**src/rtl/sdram_cmd_sequencer.sv**
```systemverilog
// ---------------------------------------------------------------------------
// sdram_cmd_sequencer
//
// Purpose: command sequencer between the i386 bus-side 9-bit row/column
// address latches and an SDRAM device. After reset it runs the power-up
// init sequence: NOPs, PRECHARGE-all, two AUTO-REFRESH commands and MODE
// REGISTER SET. It then serves single-beat read/write accesses
// (LATCH, ACTIVATE, READ/WRITE, PRECHARGE) and periodic auto-refresh.
//
// Optional feature macro: SDRAM_AUTOPRE_EN. When it is defined, READ/WRITE
// are issued with auto-precharge and no separate PRECHARGE is sent.
//
// Ports:
//   clk_i          system clock, rising edge
//   reset_i        synchronous active-high reset
//   req_i          access request (level), sampled only at the arbitration point
//   we_req_i       1 = write, 0 = read, sampled with req_i
//   row_q_i        row address from the row latch output
//   col_q_i        column address from the column latch output
//   lat_g_o        latch capture strobe, one cycle in LATCH
//   lat_oe_n_o     latch output enable, active low once init is done
//   sd_cs_n_o, sd_ras_n_o, sd_cas_n_o, sd_we_n_o   SDRAM command pins
//   sd_a_o         SDRAM address
//   sd_ap_o        A10: auto-precharge / precharge-all
//   ready_o        one-cycle access-complete pulse
//   busy_o         high in every state except IDLE
//   init_done_o    high once the init sequence has completed
// ---------------------------------------------------------------------------
module sdram_cmd_sequencer #(
  parameter int unsigned INIT_CYCLES  = 100,
  parameter int unsigned T_RCD        = 2,
  parameter int unsigned CAS_LAT      = 2,
  parameter int unsigned T_WR         = 2,
  parameter int unsigned T_RP         = 2,
  parameter int unsigned T_RFC        = 7,
  parameter int unsigned REF_INTERVAL = 780
) (
  input  logic       clk_i,
  input  logic       reset_i,
  input  logic       req_i,
  input  logic       we_req_i,
  input  logic [8:0] row_q_i,
  input  logic [8:0] col_q_i,
  output logic       lat_g_o,
  output logic       lat_oe_n_o,
  output logic       sd_cs_n_o,
  output logic       sd_ras_n_o,
  output logic       sd_cas_n_o,
  output logic       sd_we_n_o,
  output logic [8:0] sd_a_o,
  output logic       sd_ap_o,
  output logic       ready_o,
  output logic       busy_o,
  output logic       init_done_o
);

  // Command encodings {CS_N, RAS_N, CAS_N, WE_N}
  localparam logic [3:0] CMD_NOP   = 4'b0111;
  localparam logic [3:0] CMD_ACT   = 4'b0011;
  localparam logic [3:0] CMD_READ  = 4'b0101;
  localparam logic [3:0] CMD_WRITE = 4'b0100;
  localparam logic [3:0] CMD_PRE   = 4'b0010;
  localparam logic [3:0] CMD_REF   = 4'b0001;
  localparam logic [3:0] CMD_MRS   = 4'b0000;
  localparam logic [3:0] CMD_DESEL = 4'b1111;

  // Each command state stays for (load + 1) cycles: the command in the
  // first cycle and NOPs while the wait counter runs down to zero.
  localparam logic [15:0] INIT_LOAD = 16'(INIT_CYCLES - 1);
  localparam logic [15:0] RCD_LOAD  = 16'(T_RCD - 1);
  localparam logic [15:0] RP_LOAD   = 16'(T_RP - 1);
  localparam logic [15:0] RFC_LOAD  = 16'(T_RFC - 1);
  localparam logic [15:0] MRS_LOAD  = 16'd2;
  localparam logic [15:0] REF_LOAD  = 16'(REF_INTERVAL - 1);

  // Burst length 1, sequential, CAS latency in A[6:4]
  localparam logic [8:0] MRS_A = {2'b00, 3'(CAS_LAT), 1'b0, 3'b000};

`ifdef SDRAM_AUTOPRE_EN
  // The READ/WRITE state also covers the precharge time and ends the access.
  localparam logic        RW_AP       = 1'b1;
  localparam logic [15:0] RD_LOAD     = 16'(CAS_LAT + T_RP);
  localparam logic [15:0] WR_LOAD     = 16'(T_WR + T_RP - 1);
  localparam logic [15:0] RD_READY_AT = 16'(T_RP);
`else
  localparam logic        RW_AP       = 1'b0;
  localparam logic [15:0] RD_LOAD     = 16'(CAS_LAT);
  localparam logic [15:0] WR_LOAD     = 16'(T_WR - 1);
  localparam logic [15:0] RD_READY_AT = 16'd0;
`endif
  // READY is registered, so it is set one count before the cycle it shows in
  localparam logic [15:0] RD_READY_PRE = RD_READY_AT + 16'd1;

  typedef enum logic [3:0] {
    ST_RESET, ST_INIT_WAIT, ST_INIT_PRE, ST_INIT_REF1, ST_INIT_REF2,
    ST_INIT_MRS, ST_IDLE, ST_LATCH, ST_ACT, ST_RW, ST_PRE, ST_REF
  } state_t;

  state_t      state_q;
  logic [15:0] cnt_q;
  logic        we_q;
  logic [3:0]  cmd_q;
  logic [8:0]  sd_a_q;
  logic        sd_ap_q;
  logic        lat_g_q;
  logic        lat_oe_n_q;
  logic        ready_q;
  logic        busy_q;
  logic        init_done_q;
  logic [15:0] ref_cnt_q;
  logic        ref_pend_q;

  logic        refresh_due_s;
  logic        decide_s;
  logic        issue_ref_s;

  // Arbitration point: IDLE, or the last wait cycle of a precharge, refresh or
  // auto-precharged access, so that the next command follows without a gap.
  always_comb begin
    refresh_due_s = ref_pend_q | (ref_cnt_q == 16'd0);
    decide_s      = 1'b0;
    case (state_q)
      ST_IDLE:        decide_s = 1'b1;
      ST_PRE, ST_REF: decide_s = (cnt_q == 16'd0);
      ST_RW:          decide_s = RW_AP & (cnt_q == 16'd0);
      default:        decide_s = 1'b0;
    endcase
    issue_ref_s = decide_s & refresh_due_s;
  end

  // Main sequencer FSM with all pin outputs registered alongside the state.
  always_ff @(posedge clk_i) begin
    if (reset_i) begin
      state_q     <= ST_RESET;
      cnt_q       <= 16'd0;
      we_q        <= 1'b0;
      cmd_q       <= CMD_DESEL;
      sd_a_q      <= 9'd0;
      sd_ap_q     <= 1'b0;
      lat_g_q     <= 1'b0;
      lat_oe_n_q  <= 1'b1;
      ready_q     <= 1'b0;
      busy_q      <= 1'b1;
      init_done_q <= 1'b0;
    end else begin
      cmd_q   <= CMD_NOP;
      sd_ap_q <= 1'b0;
      lat_g_q <= 1'b0;
      ready_q <= 1'b0;
      busy_q  <= 1'b1;
      if (decide_s) begin
        // Pending refresh always wins over a bus request
        if (refresh_due_s) begin
          state_q <= ST_REF;
          cmd_q   <= CMD_REF;
          cnt_q   <= RFC_LOAD;
        end else if (req_i) begin
          state_q <= ST_LATCH;
          lat_g_q <= 1'b1;
          we_q    <= we_req_i;
        end else begin
          state_q <= ST_IDLE;
          busy_q  <= 1'b0;
        end
      end else begin
        case (state_q)
          ST_RESET: begin
            state_q <= ST_INIT_WAIT;
            cnt_q   <= INIT_LOAD;
          end
          ST_INIT_WAIT: begin
            if (cnt_q == 16'd0) begin
              state_q <= ST_INIT_PRE;
              cmd_q   <= CMD_PRE;
              sd_ap_q <= 1'b1;
              cnt_q   <= RP_LOAD;
            end else begin
              cnt_q <= cnt_q - 16'd1;
            end
          end
          ST_INIT_PRE: begin
            if (cnt_q == 16'd0) begin
              state_q <= ST_INIT_REF1;
              cmd_q   <= CMD_REF;
              cnt_q   <= RFC_LOAD;
            end else begin
              cnt_q <= cnt_q - 16'd1;
            end
          end
          ST_INIT_REF1: begin
            if (cnt_q == 16'd0) begin
              state_q <= ST_INIT_REF2;
              cmd_q   <= CMD_REF;
              cnt_q   <= RFC_LOAD;
            end else begin
              cnt_q <= cnt_q - 16'd1;
            end
          end
          ST_INIT_REF2: begin
            if (cnt_q == 16'd0) begin
              state_q <= ST_INIT_MRS;
              cmd_q   <= CMD_MRS;
              sd_a_q  <= MRS_A;
              cnt_q   <= MRS_LOAD;
            end else begin
              cnt_q <= cnt_q - 16'd1;
            end
          end
          ST_INIT_MRS: begin
            if (cnt_q == 16'd0) begin
              state_q     <= ST_IDLE;
              busy_q      <= 1'b0;
              init_done_q <= 1'b1;
              lat_oe_n_q  <= 1'b0;
            end else begin
              cnt_q <= cnt_q - 16'd1;
            end
          end
          ST_LATCH: begin
            state_q <= ST_ACT;
            cmd_q   <= CMD_ACT;
            sd_a_q  <= row_q_i;
            cnt_q   <= RCD_LOAD;
          end
          ST_ACT: begin
            if (cnt_q == 16'd0) begin
              state_q <= ST_RW;
              cmd_q   <= we_q ? CMD_WRITE : CMD_READ;
              sd_a_q  <= col_q_i;
              sd_ap_q <= RW_AP;
              cnt_q   <= we_q ? WR_LOAD : RD_LOAD;
              // A write completes, from the bus point of view, on the WRITE cycle
              ready_q <= we_q;
            end else begin
              cnt_q <= cnt_q - 16'd1;
            end
          end
          ST_RW: begin
            if (cnt_q == 16'd0) begin
              state_q <= ST_PRE;
              cmd_q   <= CMD_PRE;
              sd_ap_q <= 1'b1;
              cnt_q   <= RP_LOAD;
            end else begin
              cnt_q   <= cnt_q - 16'd1;
              ready_q <= ~we_q & (cnt_q == RD_READY_PRE);
            end
          end
          ST_PRE, ST_REF: begin
            cnt_q <= cnt_q - 16'd1;
          end
          default: begin
            state_q <= ST_RESET;
            cmd_q   <= CMD_DESEL;
          end
        endcase
      end
    end
  end

  // Refresh interval counter; a single pending flag absorbs repeated expiries.
  always_ff @(posedge clk_i) begin
    if (reset_i) begin
      ref_cnt_q  <= REF_LOAD;
      ref_pend_q <= 1'b0;
    end else if (init_done_q) begin
      if (ref_cnt_q == 16'd0) begin
        ref_cnt_q <= REF_LOAD;
      end else begin
        ref_cnt_q <= ref_cnt_q - 16'd1;
      end
      // Issuing REF clears the flag, including when it serves this very expiry
      if (issue_ref_s) begin
        ref_pend_q <= 1'b0;
      end else if (ref_cnt_q == 16'd0) begin
        ref_pend_q <= 1'b1;
      end else begin
        ref_pend_q <= ref_pend_q;
      end
    end else begin
      ref_cnt_q  <= ref_cnt_q;
      ref_pend_q <= ref_pend_q;
    end
  end

  assign sd_cs_n_o   = cmd_q[3];
  assign sd_ras_n_o  = cmd_q[2];
  assign sd_cas_n_o  = cmd_q[1];
  assign sd_we_n_o   = cmd_q[0];
  assign sd_a_o      = sd_a_q;
  assign sd_ap_o     = sd_ap_q;
  assign lat_g_o     = lat_g_q;
  assign lat_oe_n_o  = lat_oe_n_q;
  assign ready_o     = ready_q;
  assign busy_o      = busy_q;
  assign init_done_o = init_done_q;

endmodule

```
**config.mk**
```make
export PLATFORM = sky130hd
export DESIGN_NAME = sdram_cmd_sequencer
export DESIGN_NICKNAME = d
export VERILOG_FILES = /design/src/rtl/sdram_cmd_sequencer.sv
export SDC_FILE = /design/constraint.sdc
export NUM_CORES = 1
export LEC_CHECK = 0
export BUFFER_PORTS_ARGS = -buffer_cell sky130_fd_sc_hd__buf_2
export CORE_AREA = 8 8 93 179
export DETAILED_ROUTE_END_ITERATION = 10
export DIE_AREA = 0 0 101 187
export GPL_TIMING_DRIVEN = 1
export SYNTH_ARGS = -nofsm -noshare
export SYNTH_HDL_FRONTEND = slang
export SYNTH_SLANG_ARGS = --single-unit
export TNS_END_PERCENT = 50
```
**constraint.sdc**
```tcl
create_clock -name clk_i -period 5.45 [get_ports clk_i]
set_clock_uncertainty 0.1 [all_clocks]
set_input_delay 0.545 -clock clk_i [delete_from_list [all_inputs] [get_ports clk_i]]
set_output_delay 0.545 -clock clk_i [all_outputs]
set_load 0.1 [all_outputs]
```
After elaboration in Yosys (flattened, before gate mapping)
Index checks and enable logic that the tools add are counted.
Widths: inputs -> output; s select.

word-level totals
  logic and storage cells = 109
  flip-flop bits (word level) = 57
  input port bits = 22

operators by class
  equality and inequality tests = 24
  mux-type cells = 44
  bitwise operators = 7
  reductions and logical operators = 19
  add/sub/neg operators = 2

operator list
  operator               count
  $mux 16                8
  $pmux 16 s8            1
  $mux 4                 10
  $pmux 4 s10            1
  $logic_not 16->1       2
  $sub 16x1->16 const B  2
  $pmux 9 s3             1
  $ne 3x3->1 const B     8
  $pmux 4 s6             1
  $mux 9                 2
  $eq 16x1->1 const B    1
  $eq 4x3->1 const B     4
  $eq 4x4->1 const B     4
  $mux 1                 12
  $mux 3                 4
  $reduce_and 3->1       3
  $reduce_bool 9->1      1
  $eq 4x2->1 const B     2
  $ne 2x2->1 const B     4
  $reduce_and 8->1       1
  $reduce_or 2->1        4
  $reduce_or 3->1        2
  $eq 4x1->1 const B     1
  $logic_not 4->1        1
  other kinds (10)       16

Depth between registers and ports, before layout
Gate-level depths: netlist of the first run.

  depth after elaboration = 6
  gate-level depth with buffers = 9
  gate-level depth less buffers = 7

Worst setup path after synthesis of the first run
No wires, ideal clock.

  path kind = register -> register
  start point = register init_done_q, in the netlist init_done_o
  end point = register ref_cnt_q[15]
  data arrival time = 2.369 ns
  path buffers = 1
  period minus slack after synthesis = 2.597 ns
  path slack = 2.853 ns
  required time = 5.222 ns
  cell stages (with the launch flop) = 7
  cell sequence = dfxtp_1 > or4b_1 > or2_2 > buf_2 > nor4b_2 > xnor2_1 > nor2_1

RTL lines
  what                      RTL line  source
  start: declaration        109       logic init_done_q;
  start signal: assignment  144       init_done_q <= 1'b0;
  start signal: assignment  213       init_done_q <= 1'b1;
  end signal: assignment    270       ref_cnt_q <= ref_cnt_q - 16'd1;
  end signal: assignment    281       ref_cnt_q <= ref_cnt_q;
  end: declaration          110       logic [15:0] ref_cnt_q;

Worst setup path in the final report of the first run
  start point = register cnt_q[0]
  end point = register cnt_q[11]

on the way
  word-level cells in the longest chain between the ends = 4

ends and longest elaborated chain
  what                                                      RTL line  source
  start: declaration                                        100       logic [15:0] cnt_q;
  start signal: assignment                                  178       cnt_q <= cnt_q - 16'd1;
  start signal: assignment                                  187       cnt_q <= cnt_q - 16'd1;
  start signal: assignment                                  196       cnt_q <= cnt_q - 16'd1;
  $sub 16x1->16 / $logic_not 16->1 (equally long branches)  n/a
  $mux 16 (tied with other cells)                           172, 239
  $pmux 16 s8 (tied with other cells)                       166       case (state_q)
  $mux 16 / $reduce_and 3->1 (equally long branches)        n/a

Parallel ways exist; a longest one is shown, timed or not. The select of a mux whose other input is x is not followed.
A chain may end at the register's enable or synchronous reset.

==> metrics.txt, run 1 <==
CTS max path bufs=2; gr busiest metal=met2; Post-synth top cells=dfxtp_1 (57), nor2_1 (42), nand2_1 (29), a21oi_1 (22), nor3_1 (16); reg2reg end=cnt_q[11]; min cycle time layout=between 3 and 4 ns; Achievable Freq=323 MHz; drt via density=about 5.1; GR Util met2=18.8%; M3 GR Usage=about 2.1%; clock net sink count=57; Root Driver=clkbuf_16; drt initial violations=between 200 and 250; Leakage=1.48 nW; Synth cell types=71; residual DRC count=0; global-route wire length before repair=15200 um; worst vdd ir=around 0.15 mV; PD cells=477 mW/mm^2; Synth Area in XOR/XNOR=3.99%; post-synthesis adder-cell area fraction=1.42%; Num CTS Buffers=9; CTS resizes=0; non-filler cells, final=628; row cnt=between 60 and 70; Mapped Cells=approximately 410; Ys Warns=0; Clock power frac=between 20% and 30%; # placed instances=612; area delta synth->final=16.1%; CP required=5.58 ns; Crit Path Max Fanout=20; setup_tns=0 ns; simple-gate share of the synthesized area=roughly 31%; hold_sp=lat_oe_n_o; mux contribution to synthesized area=under 10%; CTS tree=built; # port buffers=40; Routed WL per cell=15.0 um; Final Slew Violations=0; core area=0.0143 mm^2; Slew headroom=between 30% and 40%; FF+latch count, synth=57; Routed Antenna Nets=0; CTS Hold Bufs=0; Synth Area in Compound Gates=20.9%; syn_area_per_cell=roughly 8.7 um^2; FF-to-FF path depth=7; count leader, synth=dfxtp_1; total gr overflow=0; status=complete, no violations; die height=187 um; Detail Placement HPWL=about 7000 um; crit path DAT=3.22 ns; Die X=101 um; Synthesized Nets=431; Hold Fails Final Rpt=0; ranking of synthesized cells by area=dfxtp_1 (32%), nor2_1 (4.5%), a21oi_1 (3.1%), nand2_1 (3.1%), nand2b_1 (2.7%); post-synth top area share=32.5%; Total GRT Usage=10.2%; Vias=3198; register area share after synthesis=32.5%; reg2reg start=cnt_q[0]; crit start category=register; switching share of total power=between 40% and 50%; worst setup path class=reg2reg; Tot Pwr=1.95 mW; Worst Max-Slew Pin Slew=around 1.0 ns; Die ar.=0.0189 mm^2; drt first pass iters=4; vias in the first global route=3135; Sequential Power Share=about 28%; hold crit path type=reg2reg; clk_lat worst skew=approximately 0.33 ns; Sw Pwr=0.786 mW; largest area contributor in the synthesized netlist=dfxtp_1; DRT Wirelength=between 9000 and 10000 um; Tcrit/Tclk final=~57%; Reg clk slew, reported paths=0.05 ns; starting density of the core=24.6%; met1 GRT Util=9.39%; Top FF cell, synth=dfxtp_1; max-cap violations=0; layout cells sized above 1=a little under a quarter; Final nets=457; RSZ-0062 raised after global routing=false; crit end category=register; Comb pwr share=42.3%; Worst R2R Setup Slack=approximately 2.4 ns; pin count of the biggest net entering global routing=58; post-placement cell area=0.00377 mm^2; final setup vio count=0; ys async rst share=0%; internal power=1.16 mW; Synth Cell Area=0.00352 mm^2; number of H-tree levels=3; final instance area=around 0.0041 mm^2; IO Count=41; Final Wtd Congestion=0.879; largest family of logic cells by synthesized area=simple AND/OR/NAND/NOR gates; EDFF count, synth=0; end of the worst hold path=lat_oe_n_o; postcts setup bufs=0; ant diodes=0; initial antenna violation count=0; Hold Path Depth=1
## through the flow
stage / hold WS [ns] / worst slack (ns) / util (%)
after floorplan: 0.361 / 2.85 / -
after detailed placement: 0.344 / 2.47 / 26.4
after CTS: 0.352 / 2.45 / 28.6
after global placement: 0.335 / 2.59 / 26.4
after global routing: 0.395 / 2.16 / 28.6
final: 0.347 / 2.36 / 28.6
## registers in the layout (all words and copies together), names as in the netlist, 4 cells and up
| name | count |
|---|---|
| ref_cnt_q | 16 |
| sd_a_o | 9 |
| state_q | 4 |
| cmd_q | 4 |
| cnt_q | 16 |
## worst max-delay path, cell delays in order, from the launching register on
cell and delay [ns]:
dfxtp_1 0.34, inv_1 0.13, ha_1 0.25, nor3b_1 0.31
and4_1 0.77, a41oi_2 0.27, and2_1 0.46, a311oi_1 0.36
## layout make-up
cell class                 count  area [um^2]
tap                          192          240
timing repair buffer          44          230
inverter                      12         45.0
clock buffer                  14          274
sequential                    57         1140
clock inverter                 2         35.0
fill                        1571        10200
multi-input combinational    307         2120
## logic make-up (layout without fill, tap and decap cells)
kind of cell             after synthesis  after routing
AND/OR/NAND/NOR                      178            178
multiplexers                          10             10
XOR/XNOR                              16             16
AO/OA/AOI/OAI                         99             99
flip-flops                            57             57
adder cells (fa/ha/maj)                4              4
buffers and inverters                 41             72
## routing by layer
layer / wire length, um / vias to the layer above
li1: - / 1547
met5: 0 / -
met2: 5170 / 92
met4: 527 / 0
met3: 374 / 35
met1: 3320 / 1524
## placed cells by master, fill, tap and decap left out, types with 4 or more instances in the layout
cell type and count:
xor2_1 6, nand2_1 29, buf_4 4, dfxtp_1 57, nand4_1 7, nand3_1 5
o22ai_1 5, nor2b_1 6, nor4_1 6, mux2_2 8, or4_1 5, o21ai_0 13
and2b_2 5, nand2b_1 15, a22oi_1 9, nor4_4 4, nor4b_1 4, clkbuf_16 9
or3_1 5, buf_2 40, nor2_1 42, ha_1 4, a31oi_1 5, inv_1 11
xnor2_1 10, o31ai_1 5, a311oi_1 6, a21oi_1 22, nor3_1 16
## worst max-delay path by stage
stage / startpoint / end / cells past startpoint
final: cnt_q[0] / cnt_q[11] / 7
after floorplan: init_done_o / ref_cnt_q[15] / 6
after CTS: cnt_q[0] / cnt_q[11] / 7
after detailed placement: cnt_q[0] / cnt_q[8] / 7
after global placement: cnt_q[0] / cnt_q[11] / 7
after global routing: cnt_q[0] / cnt_q[13] / 7
## power by group through the flow
stage	clock (mW)	sequential, mW	combinational (mW)
after global placement	0	0.557	0.810
after detailed placement	0	0.560	0.814
after CTS	0.584	0.553	0.819
after global routing	0.602	0.566	0.900
after floorplan	0	0.568	0.639
final	0.569	0.554	0.824
Power figures use the tool's default switching activity.
==> run 2: changes to the inputs <==
==> constraint.sdc (replaced) <==
create_clock -name clk_i -period 2.6 [get_ports clk_i]
set_clock_uncertainty 0.1 [all_clocks]
set_input_delay 0.26 -clock clk_i [delete_from_list [all_inputs] [get_ports clk_i]]
set_output_delay 0.26 -clock clk_i [all_outputs]
set_load 0.1 [all_outputs]
==> run 2 against run 1 <==
  * Routed wire length increased by 5.5%
  * Global-route usage increased by 0.79 points
  * Total power increased by 120%
  * Fmax increased by 28%
  * Cell area increased by 3.7%
  * Core utilization increased by 1.1 points
  * Critical path type unchanged
  * Critical endpoint is now cnt_q[2]
  * Largest cell class unchanged
  * Largest power group unchanged
==> metrics.txt, run 2 (synthesis gave the netlist of run 1 again) <==
status=complete, no violations; crit path DAT=2.56 ns (-0.66 ns); CTS max path bufs=2 (unchanged); final instance area=0.00423 mm^2 (+3.7%); worst vdd ir=0.304 mV (+110%); Routed Antenna Nets=0 (unchanged); Crit path buffers/inverters=1 (unchanged); initial antenna violation count=0 (unchanged); Hold Worst Slack=0.0903 ns (-0.257 ns); Num CTS Buffers=9 (unchanged); clk_lat worst skew=0.34 ns (about the same); pin count of the biggest net entering global routing=42 (-28%); IO Count=41 (unchanged); number of H-tree levels=3 (unchanged); drt first pass iters=4 (unchanged); CP max stage cell=a2111oi_0; Total GRT Usage=11.0% (+0.79 points); Worst R2R Setup Slack=0.18 ns (-2.18 ns); drt via density=5.09 (about the same); most frequent cells in the layout=dfxtp_1 (57), nor2_1 (42), buf_2 (40), nand2_1 (29); drt initial violations=150 (-34%); internal power=2.56 mW (+120%); die height=187 um (unchanged); critical-path cell list=inv_1 -> ha_1 -> nor4b_1 -> and4_2 -> a2111oi_0 -> nor4b_1 -> a211oi_1; Slew headroom=56.8% (+23 points); final worst slack=0.179 ns (-2.18 ns); Sw Pwr=1.76 mW (+120%); max-cap violations=0 (unchanged); setup_tns=0 ns (unchanged); Reg clk slew, reported paths=0.05 ns (about the same); post-placement cell area=0.00391 mm^2 (+3.6%); met3 WL=353 um (-5.6%); worst setup path class=reg2reg; core area=0.0143 mm^2 (unchanged); met2 WL=5530 um (+6.9%); crit end category=register; PD cells=1020 mW/mm^2 (+110%); # port buffers=40 (unchanged); Tcrit/Tclk final=93.1% (+36 points); layout cells sized above 1=26.2% (+3.5 points); hold crit path type=in2reg; Die ar.=0.0189 mm^2 (unchanged); commonest non-fill, non-tap cell in the layout=dfxtp_1; CP max stage delay=0.61 ns (-0.16 ns); Comb pwr share=43.7% (+1.4 points); Routed WL per cell=15.3 um (+2.6%); RSZ-0062 raised after global routing=false; min cycle time layout=2.42 ns (-0.673 ns); CP required=2.74 ns (-2.84 ns); Final Slew Violations=0 (unchanged); Met1 Wirelength=3500 um (+5.3%); clock net sink count=57 (unchanged); crit start category=register; Sequential Power Share=27.1% (-1.4 points); switching share of total power=40.8% (+0.42 points); Worst Max-Slew Pin Slew=0.631 ns (-0.364 ns); Final nets=475 (+3.9%); Detail Placement HPWL=7610 um (+8.3%); Leakage=1.56 nW (+6.0%); ant diodes=0 (unchanged); row cnt=62 (unchanged); residual DRC count=0 (unchanged); Crit Path Max Fanout=6 (-70%); DRT Wirelength=9910 um (+5.5%); global-route wire length before repair=16400 um (+8.2%); Hold Fails Final Rpt=0 (unchanged); area delta synth->final=20.4%; CTS tree=built; Crit path max-delay family=compound AO/OA/AOI/OAI gates; postcts setup bufs=0 (unchanged); vias in the first global route=3375 (+7.7%); Final Wtd Congestion=0.896 (+1.9%); Vias=3289 (+2.8%); fillers=1531 (-2.5%); Die X=101 um (unchanged); Root Driver=clkbuf_16; most frequent CP cell=nor4b_1; starting density of the core=24.6% (unchanged); fin util=29.7% (+1.1 points); total gr overflow=0 (unchanged); Achievable Freq=413 MHz (+28%); Clock power frac=29.2% (about the same); Setup WS pre-CTS=0.161 ns (-2.31 ns); Top Layer Used=met4; final setup vio count=0 (unchanged)
## run 2: cell count changes in the layout (fill, tap and decap cells not counted), moves of 2 or more
cell        delta
clkbuf_8       -3
buf_4         +18
clkinvlp_4     +2
clkbuf_1       -2
## run 2: worst paths after layout
check             start  depth (start not counted)          to
max            cnt_q[1]                          7    cnt_q[2]
min            we_req_i                          3        we_q
max reg2reg    cnt_q[1]                          7    cnt_q[2]
min reg2reg  lat_oe_n_o                          1  lat_oe_n_o
## run 2: metrics by stage
step	cells	total power [mW]
2_1_floorplan	405	2.53
3_3_place_gp	630	3.02
3_5_place_dp	630	3.04
4_1_cts	646	4.33
5_1_grt	646	4.57
6_report	646	4.33
## run 2: power groups by stage
stage / clock network (mW) / logic, mW / registers (mW)
after floorplan: 0 / 1.34 / 1.19
after global placement: 0 / 1.84 / 1.18
after detailed placement: 0 / 1.85 / 1.19
after CTS: 1.29 / 1.87 / 1.17
after global routing: 1.32 / 2.05 / 1.19
final: 1.26 / 1.89 / 1.17
## run 2: worst register-to-register path, cell delays in order, from the launching register on
cell,delay (ns)
dfxtp_1,0.40
inv_1,0.10
ha_1,0.25
nor4b_1,0.17
and4_2,0.32
a2111oi_0,0.61
nor4b_1,0.12
a211oi_1,0.26
## run 2: area by class of cell
cell class              count  area [um^2]  share of cell area (%)
repair buffers             62          365                    8.63
multi-input cells         307         2120                    50.1
flip-flops and latches     57         1140                    27.0
clock buffers               9          225                    5.32
inverters                  12         45.0                    1.06
well taps                 192          240                    5.67
clock inverters             7         93.8                    2.22
## run 2: timing repair
item / in CTS / in global routing
gates resized for setup: 0 / 2
endpoints found under the setup margin: 0 / 9
hold buffers: 0 / 0
## run 2: per-layer routing
layer | GRT usage [%] | vias to the layer above
li1 | - | 1588
met1 | 9.34 | 1584
met2 | 20.8 | 80
met3 | 2.24 | 37
met4 | 8.72 | 0
met5 | 0 | -
==> run 3: changes to the inputs <==
--- a/config.mk
+++ b/config.mk
@@ -10,6 +10,7 @@
 export DETAILED_ROUTE_END_ITERATION = 10
 export DIE_AREA = 0 0 101 187
 export GPL_TIMING_DRIVEN = 1
+export RECOVER_POWER = 50
 export SYNTH_ARGS = -nofsm -noshare
 export SYNTH_HDL_FRONTEND = slang
 export SYNTH_SLANG_ARGS = --single-unit
==> run 3 against run 2 <==
  * First-iteration DRC count increased by 8.7%
  * Sequential share of layout area up 0.22 points
  * Critical path type unchanged
  * Total power shrank 0.40%
  * Via count rose by 0.27%
  * Global-route usage is the same
  * Core utilization decreased by 0.25 points
  * Fmax is essentially flat
  * Critical path depth grew 1
==> metrics.txt, run 3 (synthesis gave the netlist of run 1 again) <==
status=complete, no violations; crit start category=register; RSZ-0062 raised after global routing=false; Setup WS pre-CTS=0.161 ns (unchanged); CTS tree=built; hold crit path type=in2reg; core area=0.0143 mm^2 (unchanged); CTS max path bufs=2 (unchanged); sequential cell area=0.00114 mm^2 (unchanged); Crit path max-delay family=simple AND/OR/NAND/NOR gates; Reg clk slew, reported paths=0.05 ns (about the same); internal power=2.54 mW (-0.80%); Hold Path Depth=3 (unchanged); pin count of the biggest net entering global routing=42 (unchanged); final setup vio count=0 (unchanged); crit path DAT=2.55 ns (about the same); drt first pass iters=5 (+1); Sw Pwr=1.77 mW (+0.19%); critical-path cell list=inv_1 -> ha_1 -> nor4b_1 -> nand4_1 -> a2bb2oi_1 -> and2_1 -> buf_4 -> a311oi_1; crit end category=register; drt initial violations=163 (+8.7%); global-route wire length before repair=16400 um (unchanged); max-cap violations=0 (unchanged); residual DRC count=0 (unchanged); commonest non-fill, non-tap cell in the layout=dfxtp_1; Root Driver=clkbuf_16; drt via density=5.11 (+0.27%); PD cells=1030 mW/mm^2 (+0.44%); CP max stage cell=dfxtp_1; ant diodes=0 (unchanged); total gr overflow=0 (unchanged); non-filler cells, final=646 (unchanged); number of H-tree levels=3 (unchanged); Final nets=475 (unchanged); Routed Antenna Nets=0 (unchanged); Detail Placement HPWL=7610 um (unchanged); Num CTS Buffers=9 (unchanged); Crit path buffers/inverters=2 (+1); Comb pwr share=43.4% (-0.3 points); Final Wtd Congestion=0.896 (unchanged); area of the multi-input gates=0.00212 mm^2 (unchanged); Crit Path Max Fanout=15 (+9); Vias=3298 (+0.27%); Leakage=1.49 nW (-4.8%); worst setup path class=reg2reg; fin util=29.4% (-0.25 points); row cnt=62 (unchanged); Die X=101 um (unchanged); CP required=2.74 ns (about the same); Slew headroom=18.9% (-38 points); initial antenna violation count=0 (unchanged); FF-to-FF path depth=8 (+1); worst vdd ir=0.303 mV (-0.29%); Final Slew Violations=0 (unchanged); final worst slack=0.181 ns (+0.00177 ns); Clock power frac=29.3% (about the same); layout cells sized above 1=20.9% (-5.3 points); Achievable Freq=413 MHz (about the same); # port buffers=40 (unchanged); area delta synth->final=19.4%; most frequent cells in the layout=dfxtp_1 (57), nor2_1 (42), nand2_1 (29), a21oi_1 (22), clkbuf_1 (22); min cycle time layout=2.42 ns (-0.00177 ns); Crit path depth=8 (+1); DRT Wirelength=9940 um (+0.25%); fillers=1539 (+0.52%); Sequential Power Share=27.3% (+0.2 points); Hold Fails Final Rpt=0 (unchanged); post-placement cell area=0.00391 mm^2 (unchanged); starting density of the core=24.6% (unchanged); Tot Pwr=4.31 mW (-0.40%); CP max stage delay=0.35 ns (-0.26 ns); die height=187 um (unchanged); # placed instances=630 (unchanged); Die ar.=0.0189 mm^2 (unchanged); Hold Worst Slack=0.0902 ns (-0.0000516 ns); vias in the first global route=3375 (unchanged); final instance area=0.00420 mm^2 (-0.83%); setup_tns=0 ns (unchanged); Worst Max-Slew Pin Slew=1.22 ns (+0.590 ns); IO Count=41 (unchanged); Routed WL per cell=15.4 um (+0.25%); Tcrit/Tclk final=93.0% (about the same); clock net sink count=57 (unchanged); switching share of total power=41.0% (+0.24 points); clk_lat worst skew=0.34 ns (about the same); CTS resizes=0 (unchanged); CTS Hold Bufs=0 (unchanged); Total GRT Usage=11.0% (unchanged); postcts setup bufs=0 (unchanged)
==> run 3: cell count changes in the layout (fill, tap and decap cells not counted), sizes merged <==
cell / previous run / this run
buf: 62 / 40
clkbuf: 9 / 31
==> run 3: layer usage <==
metal | track usage (%) | part of all wire [%] | vias to the layer above
met5 | 0 | 0 | -
met4 | 8.72 | 5.2 | 0
met3 | 2.24 | 3.1 | 34
met2 | 20.8 | 56 | 88
met1 | 9.34 | 36 | 1591
li1 | - | - | 1585
==> run 3: cell type report <==
cell class | count | area share, %
clock buffers | 9 | 5.36
clock inverters | 7 | 2.23
multi-input cells | 307 | 50.6
inverters | 12 | 1.07
flip-flops and latches | 57 | 27.2
repair buffers | 62 | 7.87
well taps | 192 | 5.72
==> run 3: worst paths after layout <==
| check | startpoint | endpoint | slack, ns |
|---|---|---|---|
| worst max-delay path | cnt_q[1] | cnt_q[13] | 0.18 |
| worst min-delay path | we_req_i | we_q | 0.09 |
| worst min register to register | lat_oe_n_o | lat_oe_n_o | 0.36 |
| worst max register to register | cnt_q[1] | cnt_q[13] | 0.18 |
==> run 3: power groups by stage <==
stage	logic (mW)	clock network, mW	registers (mW)
after detailed placement	1.85	0	1.19
final	1.87	1.26	1.17
after CTS	1.87	1.29	1.17
after floorplan	1.34	0	1.19
after global routing	2.03	1.32	1.19
after global placement	1.84	0	1.18
==> run 3: worst register-to-register path: cells and delay by family, from the launching register on <==
family                     cells  cell delay [ns]
buffers and inverters          2             0.31
DFF                            1             0.35
adders and majority gates      1             0.24
AOI/OAI and AO/OA              2             0.53
and+or+nand+nor                3             0.78
